==> src/rtl/keypad_scanner.sv <==
// 4x4 matrix keypad scanner: walks one active-low column at a time, decodes a single
// pressed key per full scan, and debounces press/release over whole scans.
module keypad_scanner #(
    parameter int SCAN_TICKS     = 100000,
    parameter int DEBOUNCE_SCANS = 4
) (
    input  logic       CLK100MHZ,
    input  logic       RST,
    input  logic [3:0] ROW,
    output logic [3:0] COL,
    output logic [3:0] KEYVAL,
    output logic       KEYVALID,
    output logic       KEYPULSE,
    output logic [1:0] SCANSTATE
);

    localparam int TW = $clog2(SCAN_TICKS);
    localparam int NW = $clog2(DEBOUNCE_SCANS + 1);

    typedef enum logic [1:0] {
        IDLE       = 2'd0,
        DB_PRESS   = 2'd1,
        HELD       = 2'd2,
        DB_RELEASE = 2'd3
    } state_t;

    logic [3:0]    row_meta_q, row_sync_q;
    logic [TW-1:0] t_q;
    logic [1:0]    c_q;
    logic [1:0]    acc_cnt_q;
    logic [3:0]    acc_code_q;
    state_t        state_q, state_d;
    logic [NW-1:0] n_q, n_d;
    logic [3:0]    cand_q, cand_d;
    logic [3:0]    keyval_q, keyval_d;
    logic          valid_q, valid_d;
    logic          pulse_q, pulse_d;

    logic          sample, scan_end;
    logic [2:0]    col_lows, scan_lows;
    logic [1:0]    col_row;
    logic [3:0]    code_here, code_all;
    logic          key_hit;
    logic [NW-1:0] n_plus;

    function automatic logic [3:0] keymap(input logic [1:0] r, input logic [1:0] c);
        logic [3:0] code;
        case ({r, c})
            4'h0: code = 4'h1;  4'h1: code = 4'h2;  4'h2: code = 4'h3;  4'h3: code = 4'hA;
            4'h4: code = 4'h4;  4'h5: code = 4'h5;  4'h6: code = 4'h6;  4'h7: code = 4'hB;
            4'h8: code = 4'h7;  4'h9: code = 4'h8;  4'hA: code = 4'h9;  4'hB: code = 4'hC;
            4'hC: code = 4'h0;  4'hD: code = 4'hF;  4'hE: code = 4'hE;  default: code = 4'hD;
        endcase
        return code;
    endfunction

    always_ff @(posedge CLK100MHZ) begin
        if (RST) begin
            row_meta_q <= 4'b1111;
            row_sync_q <= 4'b1111;
        end else begin
            row_meta_q <= ROW;
            row_sync_q <= row_meta_q;
        end
    end

    assign sample   = (t_q == TW'(SCAN_TICKS - 1));
    assign scan_end = sample && (c_q == 2'd3);

    always_ff @(posedge CLK100MHZ) begin
        if (RST) begin
            t_q <= '0;
            c_q <= 2'd0;
        end else if (sample) begin
            t_q <= '0;
            c_q <= c_q + 2'd1;
        end else begin
            t_q <= t_q + TW'(1);
        end
    end

    assign COL = ~(4'b0001 << c_q);

    // Low rows in the column being sampled now; the last low row wins the index,
    // which only matters when exactly one is low.
    always_comb begin
        col_lows = 3'd0;
        col_row  = 2'd0;
        for (int r = 0; r < 4; r++) begin
            if (!row_sync_q[r]) begin
                col_lows = col_lows + 3'd1;
                col_row  = 2'(r);
            end
        end
    end

    assign code_here = keymap(col_row, c_q);
    assign scan_lows = {1'b0, acc_cnt_q} + col_lows;
    assign code_all  = (col_lows == 3'd1) ? code_here : acc_code_q;
    assign key_hit   = (scan_lows == 3'd1);

    // Accumulated low count saturates at 2: anything above one is already a reject.
    always_ff @(posedge CLK100MHZ) begin
        if (RST) begin
            acc_cnt_q  <= 2'd0;
            acc_code_q <= 4'h0;
        end else if (scan_end) begin
            acc_cnt_q  <= 2'd0;
            acc_code_q <= 4'h0;
        end else if (sample) begin
            acc_cnt_q  <= (scan_lows > 3'd2) ? 2'd2 : scan_lows[1:0];
            acc_code_q <= code_all;
        end
    end

    assign n_plus = n_q + NW'(1);

    always_comb begin
        state_d  = state_q;
        n_d      = n_q;
        cand_d   = cand_q;
        keyval_d = keyval_q;
        valid_d  = valid_q;
        pulse_d  = 1'b0;
        if (scan_end) begin
            case (state_q)
                IDLE: begin
                    if (key_hit) begin
                        cand_d  = code_all;
                        n_d     = NW'(1);
                        state_d = DB_PRESS;
                    end
                end
                DB_PRESS: begin
                    if (key_hit && code_all == cand_q) begin
                        if (n_plus == NW'(DEBOUNCE_SCANS)) begin
                            keyval_d = cand_q;
                            valid_d  = 1'b1;
                            pulse_d  = 1'b1;
                            n_d      = '0;
                            state_d  = HELD;
                        end else begin
                            n_d = n_plus;
                        end
                    end else begin
                        n_d     = '0;
                        state_d = IDLE;
                    end
                end
                HELD: begin
                    if (!key_hit) begin
                        n_d     = NW'(1);
                        state_d = DB_RELEASE;
                    end
                end
                default: begin
                    // A different key during release neither resets nor advances the count.
                    if (!key_hit) begin
                        if (n_plus == NW'(DEBOUNCE_SCANS)) begin
                            valid_d = 1'b0;
                            n_d     = '0;
                            state_d = IDLE;
                        end else begin
                            n_d = n_plus;
                        end
                    end else if (code_all == cand_q) begin
                        n_d     = '0;
                        state_d = HELD;
                    end
                end
            endcase
        end
    end

    always_ff @(posedge CLK100MHZ) begin
        if (RST) begin
            state_q  <= IDLE;
            n_q      <= '0;
            cand_q   <= 4'h0;
            keyval_q <= 4'h0;
            valid_q  <= 1'b0;
            pulse_q  <= 1'b0;
        end else begin
            state_q  <= state_d;
            n_q      <= n_d;
            cand_q   <= cand_d;
            keyval_q <= keyval_d;
            valid_q  <= valid_d;
            pulse_q  <= pulse_d;
        end
    end

    assign KEYVAL    = keyval_q;
    assign KEYVALID  = valid_q;
    assign KEYPULSE  = pulse_q;
    assign SCANSTATE = state_q;

endmodule

==> config.mk <==
export PLATFORM = sky130hd
export DESIGN_NAME = keypad_scanner
export DESIGN_NICKNAME = d
export VERILOG_FILES = /design/src/rtl/keypad_scanner.sv
export SDC_FILE = /design/constraint.sdc
export NUM_CORES = 1
export LEC_CHECK = 0
export ABC_AREA = 0
export ABC_CLOCK_PERIOD_IN_PS = 6000
export BUFFER_PORTS_ARGS = -buffer_cell sky130_fd_sc_hd__clkbuf_2
export CAP_MARGIN = 20
export CORE_MARGIN = 2
export CORE_UTILIZATION = 40
export DETAILED_ROUTE_END_ITERATION = 16
export PLACE_DENSITY = 0.6
export SETUP_SLACK_MARGIN = 0.3
export SYNTH_ARGS = -nofsm -noshare
export SYNTH_HDL_FRONTEND = slang
export SYNTH_SLANG_ARGS = --single-unit
==> constraint.sdc <==
create_clock -name CLK100MHZ -period 6 [get_ports CLK100MHZ]
set_input_delay 0.9 -clock CLK100MHZ [delete_from_list [all_inputs] [get_ports CLK100MHZ]]
set_output_delay 0.9 -clock CLK100MHZ [all_outputs]
set_load 0.05 [all_outputs]
==> results.toml <==
[timing]
skew_ns = 0.0191
drv_slew = 0
period_needed_ns = 4.04
grt_setup_unrepaired = "false"
relSlewSlack_pct = 53.5
fin_crit_sh_pct = 67.3
finalHoldViolations = 0
fin_ws_ns = 1.96
setup_tns_ns = 0
tightest_slew_ns = 0.698
fmax_mhz = 248
finalSetupViolations = 0

[synth]
synth_edf_count = 0
ys_top_cells_by_area = "dfxtp_1, ha_1, nor2_1"
yosys_warnings = 0
synth_ff_type = "dfxtp_1"
synth_nets = 333
synthArstFlopShare_pct = 0
synth_top_area_share_pct = 34.6
synth_cell_types = 62
yosysSeqAreaShare_pct = 34.6
yosysTopAreaCell = "dfxtp_1"
synth_common_cells = "dfxtp_1, nor2_1, ha_1, inv_1, nand3_1"
synthMostInstantiatedCell = "dfxtp_1"
synth_area_mm2 = 0.00277
syn_inst = 308
synth_seq_cells = 48
syn_area_per_cell_um2 = 9.01

[power_and_ir_drop]
ir_drop_uv = 98.4
power_per_cell_area_mw_per_mm2 = 204
leakagePower_nw = 1.18

[clock_tree]
cts_resized = 0
clock-sinks = 48
cts_tree = "built"
h-tree-depth = 2
post_cts_buffers = 0
clockBufferDepth = 2
hold_buffers = 0
clkTransAtPathRegs_ns = 0.10
clock-root-buffer = "clkbuf_8"
clock_latency_ns = 0.31
cts-buffers-inserted = 5

[die]
fp.dieH_um = 87.3
io_pins = 18
core-area_mm2 = 0.00676
initial_core_util_pct = 41.1
num_rows = 30
dieArea_mm2 = 0.00762
die_w_um = 87.3

[final_layout]
diodes = 0
finish.instance_area_mm2 = 0.00303
drive_gt1_share_pct = 17.1
final_util_pct = 44.9
syn_to_final_growth_pct = 9.25
layout.nets = 346

[routing]
num_vias = 2078
avgRoutedWirePerCell_um = 12.7
detail-route-antenna-nets = 0
vias_per_cell = 5.17
drtPass1Iterations = 4
route.detailed.drc = 0
drt-initial-drc-count = 77
routed_wl_mm = 5.12

[global_route]
grt_pass1_vias = 2005
antenna_found_initial = 0
grt_usage_pct = 14.6
grt_first_pass_wirelength_mm = 9.02
grt_max_degree = 38
overflow = 0

[worst_setup_path]
cp.arrival_ns = 4.25
cp-end-kind = "flip-flop"
cp_max_fo = 9
crit_path_start_kind = "flip-flop"
critPathKind = "flip-flop to flip-flop"
critPathRequiredTime_ns = 6.21

[outcome]
status = "completed"

[flow_run]
maxCapViolCount = 0

[hold_path]
hold_class = "flip-flop to flip-flop"

[placement]
numPortBuffers = 17
hpwl_mm = 3.81
pre_cts_slack_ns = 1.96
place_congestion = 0.831
dpl_cell_area_mm2 = 0.00292
[routing by layer]
layer | up-vias | routed length, µm | GRT usage (%) | share of wire, %
met5 | - | 0 | 0 | 0
met4 | 0 | 56 | 3.78 | 1.1
met3 | 5 | 113 | 2.84 | 2.2
met2 | 23 | 2400 | 25.9 | 47
met1 | 955 | 2550 | 18.1 | 50
li1 | 1095 | - | - | -
[sequential cells by signal (all words and copies together) (netlist names)]
| signal | flops |
|---|---|
| SCANSTATE | 2 |
| t_q | 17 |
| acc_code_q | 4 |
| acc_cnt_q | 2 |
| KEYVAL | 4 |
| row_meta_q | 4 |
| n_q | 3 |
| row_sync_q | 4 |
| cand_q | 4 |
| KEYVALID | 1 |
| KEYPULSE | 1 |
| c_q | 2 |
[layout by cell type, fill, tap and decap left out, types with 3 or more instances in the layout]
master	synthesis	final
dfxtp_1	48	48
nor2_1	41	41
ha_1	18	18
inv_1	17	17
clkbuf_2	0	17
nand3_1	16	16
nand2_1	13	13
xnor2_1	12	12
a21oi_1	12	12
or2_2	11	11
xor2_1	9	9
nor3_1	6	6
nand4_1	6	6
nor2b_1	5	5
mux2i_1	5	5
o21ai_1	5	5
clkbuf_8	0	5
and2_1	4	4
nand2b_1	4	4
a31oi_1	4	4
o21ai_0	4	4
a22oi_1	4	4
o31ai_1	3	3
nor4_1	3	3
[critical path, cell delays in order (launching register included)]
cell,delay [ns]
dfxtp_1,0.40
inv_1,0.07
ha_1,0.35
xnor2_1,0.28
ha_1,0.28
nor2_1,0.08
a31o_2,0.16
inv_4,0.07
fa_1,0.39
xnor3_1,0.37
nor2b_1,0.16
and2_1,0.32
mux2i_1,0.26
nand2_1,0.10
a211oi_2,0.31
mux2_1,0.34
[power breakdown]
| part | internal [mW] | switching (mW) | total [mW] |
|---|---|---|---|
| combinational | 0.0221 | 0.0316 | 0.0537 |
| sequential | 0.323 | 0.00422 | 0.327 |
| clock | 0.126 | 0.113 | 0.239 |
| total | 0.470 | 0.149 | 0.619 |
[final cells by class]
cell class,count,area [µm²]
fillers,705,3730
flip-flops and latches,48,961
clock inverters,3,46.3
clock buffers,5,68.8
multi-input cells,231,1700
repair buffers,17,85.1
inverters,18,70.1
well taps,80,100
[metrics by stage]
step | power (mW) | std cells | hold WS [ns]
floorplan | 0.379 | 308 | 0.389
global placement | 0.387 | 394 | 0.392
detailed placement | 0.388 | 394 | 0.399
CTS | 0.631 | 402 | 0.421
global route | 0.649 | 402 | 0.444
finish | 0.619 | 402 | 0.417
[kinds of logic after synthesis]
kind of cell / Yosys count / synth area share [%]
compound gates: 50 / 12.8
simple gates: 130 / 26.9
mux: 8 / 3.29
fa+ha+maj: 19 / 8.84
buf+inv: 29 / 4.10
flops: 48 / 34.6
xor+xnor: 24 / 9.43
[worst paths after layout]
kind                            cells past startpoint                startpoint                        end  slack [ns]
worst min register to register                      1  row_meta_q[2]$_SDFF_PP1_   row_sync_q[2]$_SDFF_PP1_        0.42
worst max-delay path                               15  row_sync_q[1]$_SDFF_PP1_  SCANSTATE[0]$_SDFFE_PP0P_        1.96
worst max register to register                     15  row_sync_q[1]$_SDFF_PP1_  SCANSTATE[0]$_SDFFE_PP0P_        1.96
worst min-delay path                                1  row_meta_q[2]$_SDFF_PP1_   row_sync_q[2]$_SDFF_PP1_        0.42
Power figures use the tool's default switching activity.
